$ cat config.mk
export PLATFORM = sky130hd
export DESIGN_NAME = confirm_resolve_engine
export DESIGN_NICKNAME = d
export VERILOG_FILES = /design/src/rtl/confirm_resolve_engine.sv
export SDC_FILE = /design/constraint.sdc
export NUM_CORES = 1
export LEC_CHECK = 0
export ABC_AREA = 1
export CORE_ASPECT_RATIO = 1.1
export CORE_UTILIZATION = 52
export CTS_CLUSTER_DIAMETER = 40
export DETAILED_ROUTE_END_ITERATION = 10
export PLACE_DENSITY_LB_ADDON = 0.08
export SLEW_MARGIN = 20
export SYNTH_ARGS = -nofsm -noshare
export SYNTH_HDL_FRONTEND = slang
export SYNTH_SLANG_ARGS = --single-unit
$ cat constraint.sdc
create_clock -name clk -period 3.8 [get_ports clk]
set_input_delay 0.76 -clock clk [delete_from_list [all_inputs] [get_ports clk]]
set_output_delay 0.76 -clock clk [all_outputs]
set_load 0.005 [all_outputs]
$ cat src/rtl/confirm_resolve_engine.sv
// confirm_resolve_engine: pipelined segment-wise confirmation of SDRAM TCAM candidates,
// best-priority resolution and hit counting, one result per start/end-delimited search.
`default_nettype none

module confirm_resolve_engine #(
  parameter int DATA_BITS = 10,
  parameter int MASKWID   = 5,
  parameter int IDWID     = 2,
  parameter int PRIOWID   = 2,
  parameter int CNTWID    = 4
) (
  input  logic                 clk,
  input  logic                 reset,
  input  logic                 i_search_start,
  input  logic [DATA_BITS-1:0] i_key,
  input  logic                 i_cand_valid,
  output logic                 o_cand_ready,
  input  logic [IDWID-1:0]     i_cand_id,
  input  logic [MASKWID-1:0]   i_cand_mask,
  input  logic [PRIOWID-1:0]   i_cand_priority,
  input  logic [DATA_BITS-1:0] i_cand_key,
  input  logic                 i_search_end,
  output logic                 o_busy,
  output logic                 o_result_valid,
  output logic                 o_result_hit,
  output logic [IDWID-1:0]     o_result_id,
  output logic [PRIOWID-1:0]   o_result_priority,
  output logic [CNTWID-1:0]    o_hit_count
);

  localparam int SEGW = DATA_BITS / MASKWID;
  localparam logic [CNTWID-1:0] CNT_MAX = {CNTWID{1'b1}};

  typedef enum logic [1:0] {
    IDLE   = 2'd0,
    SEARCH = 2'd1,
    DRAIN  = 2'd2,
    DONE   = 2'd3
  } state_t;

  state_t state, state_nxt;
  logic   drain_cnt;

  logic start_ok;
  logic accept;

  logic [DATA_BITS-1:0] key_q;

  logic                 s1_valid;
  logic [IDWID-1:0]     s1_id;
  logic [MASKWID-1:0]   s1_mask;
  logic [PRIOWID-1:0]   s1_prio;
  logic [DATA_BITS-1:0] s1_key;
  logic [MASKWID-1:0]   match_vec;

  logic                 s2_valid;
  logic [IDWID-1:0]     s2_id;
  logic [PRIOWID-1:0]   s2_prio;
  logic [MASKWID-1:0]   s2_match;
  logic                 s3_hit;

  logic                 best_valid;
  logic [IDWID-1:0]     best_id;
  logic [PRIOWID-1:0]   best_prio;
  logic [CNTWID-1:0]    hit_cnt;

  assign o_busy       = (state != IDLE);
  assign o_cand_ready = (state == SEARCH);
  assign start_ok     = i_search_start && (state == IDLE);
  assign accept       = i_cand_valid && o_cand_ready;

  always_ff @(posedge clk or posedge reset) begin
    if (reset) begin
      state     <= IDLE;
      drain_cnt <= 1'b0;
    end else begin
      state     <= state_nxt;
      drain_cnt <= (state == DRAIN) ? drain_cnt + 1'b1 : 1'b0;
    end
  end

  // DRAIN lasts two cycles so the last accepted candidate clears stage 3 before DONE.
  always_comb begin
    state_nxt = state;
    case (state)
      IDLE:    if (i_search_start) state_nxt = SEARCH;
      SEARCH:  if (i_search_end) state_nxt = DRAIN;
      DRAIN:   if (drain_cnt) state_nxt = DONE;
      DONE:    state_nxt = IDLE;
      default: state_nxt = IDLE;
    endcase
  end

  always_ff @(posedge clk or posedge reset) begin
    if (reset) begin
      key_q <= '0;
    end else if (start_ok) begin
      key_q <= i_key;
    end
  end

  always_ff @(posedge clk or posedge reset) begin
    if (reset) begin
      s1_valid <= 1'b0;
      s1_id    <= '0;
      s1_mask  <= '0;
      s1_prio  <= '0;
      s1_key   <= '0;
    end else begin
      s1_valid <= accept;
      if (accept) begin
        s1_id   <= i_cand_id;
        s1_mask <= i_cand_mask;
        s1_prio <= i_cand_priority;
        s1_key  <= i_cand_key;
      end
    end
  end

  for (genvar g = 0; g < MASKWID; g++) begin : g_seg
    assign match_vec[g] = s1_mask[g] || (s1_key[SEGW*g +: SEGW] == key_q[SEGW*g +: SEGW]);
  end

  always_ff @(posedge clk or posedge reset) begin
    if (reset) begin
      s2_valid <= 1'b0;
      s2_id    <= '0;
      s2_prio  <= '0;
      s2_match <= '0;
    end else begin
      s2_valid <= s1_valid;
      s2_id    <= s1_id;
      s2_prio  <= s1_prio;
      s2_match <= match_vec;
    end
  end

  assign s3_hit = s2_valid && (&s2_match);

  // Strict less-than keeps the earlier candidate on a priority tie.
  always_ff @(posedge clk or posedge reset) begin
    if (reset) begin
      best_valid <= 1'b0;
      best_id    <= '0;
      best_prio  <= '0;
      hit_cnt    <= '0;
    end else if (start_ok) begin
      best_valid <= 1'b0;
      best_id    <= '0;
      best_prio  <= '0;
      hit_cnt    <= '0;
    end else if (s3_hit) begin
      if (!best_valid || (s2_prio < best_prio)) begin
        best_valid <= 1'b1;
        best_id    <= s2_id;
        best_prio  <= s2_prio;
      end
      if (hit_cnt != CNT_MAX) begin
        hit_cnt <= hit_cnt + CNTWID'(1);
      end
    end
  end

  always_ff @(posedge clk or posedge reset) begin
    if (reset) begin
      o_result_valid    <= 1'b0;
      o_result_hit      <= 1'b0;
      o_result_id       <= '0;
      o_result_priority <= '0;
      o_hit_count       <= '0;
    end else begin
      o_result_valid <= (state == DONE);
      if (state == DONE) begin
        o_result_hit      <= best_valid;
        o_result_id       <= best_id;
        o_result_priority <= best_prio;
        o_hit_count       <= hit_cnt;
      end
    end
  end

endmodule

`default_nettype wire

# Yosys cells after proc, flatten, opt, wreduce, memory -nomap -nowiden
# Cells that the tools add are included.
word_totals:
  out_inout_bits: 12
  latchBits: 0
  reg_bits: 62
  ramBits: 0
  word_cells: 72
  inputBits: 34
  memories: 0
  mem_bits_ro: 0
op_classes:
  muxes: 17
  div_mod_pow: 0
  add_sub_neg: 2
  n_bitwise: 0
  n_shift: 0
  n_reduce_logical: 19
  mul: 0
  eq_ne: 12
  magnitude_cmp: 1
op_table:
  columns: ["op", "n"]
  rows:
  - ["2-bit two-way mux", 9]
  - ["4-bit two-way mux", 3]
  - ["2-bit == test", 5]
  - ["2-bit one-hot mux with 4 select lines", 1]
  - ["2-bit nonzero test", 4]
  - ["1-bit logical OR", 6]
  - ["5-bit AND reduction", 1]
  - ["4-bit by 1-bit adder with 4-bit output, second input constant", 1]
  - ["2-bit == test, second input constant", 2]
  - ["1-bit two-way mux", 4]
  - ["2-bit != test, second input constant", 2]
  - ["4-bit != test, second input constant", 1]
  - ["2-bit AND reduction", 2]
  - ["1-bit logical AND", 3]
  - ["3-bit AND reduction", 1]
  - ["2-bit by 1-bit == test with 1-bit output, second input constant", 1]
  - ["2-bit zero test", 1]
  - ["2-bit less-than comparator", 1]
  - ["2-bit by 1-bit != test with 1-bit output, second input constant", 1]
  - ["1-bit adder, second input constant", 1]
  - ["1-bit zero test", 1]

# Depth between registers and ports, before layout
depth:
  ltp_word: 5
  depth_mapped: 9
  ltp_nobuf: 9

# Least setup slack after synthesis
# No wires, ideal clock.
synth_path:
  kind: "register -> output"
  startpoint: "register state[0]"
  endpoint: "output o_busy"
  setup_slack_ps: 2297
  stages_incl_launch_ff: 4
  n_path_buf: 0
  arrival_time_ps: 743
  required_time_ps: 3040
  cell_sequence: "dfrtp_1 -> inv_1 -> ha_1 -> inv_2"
synth_between:
  elab_chain_len: 1
synth_rtl:
  columns: ["element", "line", "source"]
  rows:
  - ["start, declared", "41", "state_t state, state_nxt;"]
  - ["start signal, assigned", "77", "state <= state_nxt;"]
  - ["2-bit nonzero test", "67", "assign o_busy = (state != IDLE);"]
  - ["end, declared", "23", "output logic o_busy,"]
# No other way between the ends.

# Final worst setup path
# Same ends and word-level chain as after synthesis.

==> flow_summary.yaml <==
power_and_ir_drop:
  clockPowerShare_pct: 20.8
  comb_power_share_pct: 32.6
  power.leakage_nw: 1.68
  p_int_mw: 1.55
  total_power_mw: 2.36
  p_switching_uw: 802
  p_sw_share_pct: 34.0
  powerDensity_nw_per_um2: 728
  power_frac_seq_pct: 46.6
  peakVddDrop_uv: 376
global_route:
  overflow: 0
  track_usage_pct: 20.0
  grt_pass1_wl_um: 7820
  grt_max_degree: 43
  antenna_found_initial: 0
  grt_pass1_vias: 1805
cells_and_area:
  fin_util_pct: 68.6
  fill_cells: 391
  multi_input_area_um2: 891
  diodes: 0
  area_growth_pct: 25.8
  drive_gt1_share_pct: 9.48
  final_nets: 362
  seq_area_um2: 1550
logic_synthesis:
  ys_seq_area_share_pct: 60.3
  yosysTopAreaCell: "dfrtp_1"
  ys.flop_type: "dfrtp_1"
  synth.area.top_cells: "dfrtp_1 (60%), nand2_1 (15%), xor2_1 (3.4%)"
  syn_area_um2: 2570
  synth.most_common_cell: "nand2_1"
  yosys_register_bits: 62
  synthCells: 271
  synthTopCellsByCount: "nand2_1 (105), dfrtp_1 (62), inv_1 (23)"
  async_flop_share_pct: 100
  synth_cell_types: 24
  syn_nets: 311
  synth-edff-count: 0
  avgSynthCellArea_um2: 9.50
  yosysWarnings: 0
  yosysTopAreaCellShare_pct: 60.3
clock_tree:
  cts_tree: "done"
  post_cts_buffers: 0
  clock_latency_ns: 0.33
  ctsRootBufferMaster: "clkbuf_8"
  cts_sinks: 62
  path_clk_slew_ns: 0.07
  cts_buffer_depth: 2
  postCtsResizedCells: 0
  postCtsHoldBufs: 0
  cts_max_level: 3
  numCtsBuffers: 9
detailed_routing:
  vias_per_cell: 4.74
  routedWlPerCell_um: 11.6
  via_count: 1815
  drtPass1Iterations: 4
  wirelength_um: 4430
  drtAntennaViolNets: 0
  drc: 0
  dr.first_iter.drc_count: 142
sta:
  skew_ns: 0.00488
  slew_violations: 0
  rsz0062_at_grt: "false"
  hold_ws_ns: 0.358
  finalSetupTns_ns: 0
  fmax_ghz: 0.416
  setup_viol: 0
  worst_pin_slew_ns: 0.510
  hold_viol: 0
  relSlewSlack_pct: 66.0
  finalCritPeriodShare_pct: 63.3
  setup_ws_ns: 1.39
  post-route-min-period_ns: 2.41
floorplan:
  pin_count: 46
  dieArea_um2: 5240
  start_util_pct: 54.6
  fp.dieW_um: 69.1
  die_h_um: 75.8
  num_rows: 26
  core_area_um2: 4720
hold_path:
  hold_path_class: "register to register"
  hold-path-cell-count: 0
critical_path:
  reg2regPathDepth: 8
  crit_required_ns: 3.04
  endpoint_kind: "output port"
  critPathArrivalTime_ns: 1.65
  cp_max_fo: 4
  start_kind: "register"
  crit_type: "register to output port"
flow_run:
  max_cap_violations: 0
placement:
  io_buffers: 45
  gp_congestion: 0.807
  pre_cts_slack_ns: 1.66
  dpl.hpwl_um: 3070
status:
  status: "finished clean"
[power by group through the flow]
stage               Sequential, mW  Clock (mW)  Combinational [mW]
finish                        1.10       0.491               0.768
global route                  1.13       0.534               0.896
CTS                           1.10       0.502               0.785
detailed placement            1.11           0               0.781
global placement              1.09           0               0.757
floorplan                     1.08           0               0.538
[registers in the layout (all words and copies together) (netlist names), 4 cells and up]
name,cells
hit_cnt,4
key_q,10
o_hit_count,4
s1_key,10
s1_mask,5
s2_match,5
[per-layer routing]
metal | up-vias | track usage (%) | part of all wire (%)
met1 | 831 | 22.3 | 44
met5 | - | 0 | 0
li1 | 933 | - | -
met4 | 0 | 14.1 | 3.4
met3 | 11 | 4.76 | 3.1
met2 | 40 | 34.6 | 50
[worst paths after layout]
kind,from,end,slack (ns)
min in group asynchronous,reset,s1_key[8]$_DFFE_PP0P_,0.74
worst max register to register,state[0]$_DFFE_PP0P_,best_prio[0]$_DFFE_PP0P_,2.21
max in group asynchronous,reset,s1_key[4]$_DFFE_PP0P_,2.20
worst min-delay path,s1_valid$_DFF_PP0_,s2_valid$_DFF_PP0_,0.36
worst min register to register,s1_valid$_DFF_PP0_,s2_valid$_DFF_PP0_,0.36
worst max-delay path,state[0]$_DFFE_PP0P_,o_busy,1.39
[worst max-delay path, cell delays in order, from the launching register on]
cell	delay, ns
dfrtp_1	0.41
inv_1	0.08
ha_1	0.27
inv_2	0.07
clkdlybuf4s50_1	0.49
[metrics by stage]
stage                     area (um^2)  instances
after floorplan                  2570        271
after global placement           3070        367
after detailed placement         3070        367
after CTS                        3240        383
after global routing             3240        383
final                            3240        383
[placed cells by master, fill, tap and decap left out, types with 6 or more instances in the layout]
cell	netlist	routed
xor2_1	10	10
clkbuf_8	0	10
dfrtp_1	62	62
nand2_1	105	105
a21oi_1	6	6
nor2_1	12	12
clkdlybuf4s50_1	0	45
nand3_1	9	9
ha_1	6	6
o21ai_0	12	12
inv_1	23	22
[cell families (layout without fill, tap and decap cells)]
kind of cell,after synthesis,after routing,synth area share [%]
simple gates,137,137,22.4
flops,62,62,60.3
buf+inv,32,88,5.15
compound gates,19,19,3.79
xor+xnor,11,11,3.74
fa+ha+maj,6,6,2.92
mux,4,4,1.75
[cell type report]
cell class | count | area share, %
sequential | 62 | 47.9
inverter | 26 | 3.09
clock buffer | 12 | 4.48
tap | 56 | 2.16
timing repair buffer | 46 | 14.1
clock inverter | 4 | 0.696
multi-input combinational | 177 | 27.5
Power figures use the tool's default switching activity.
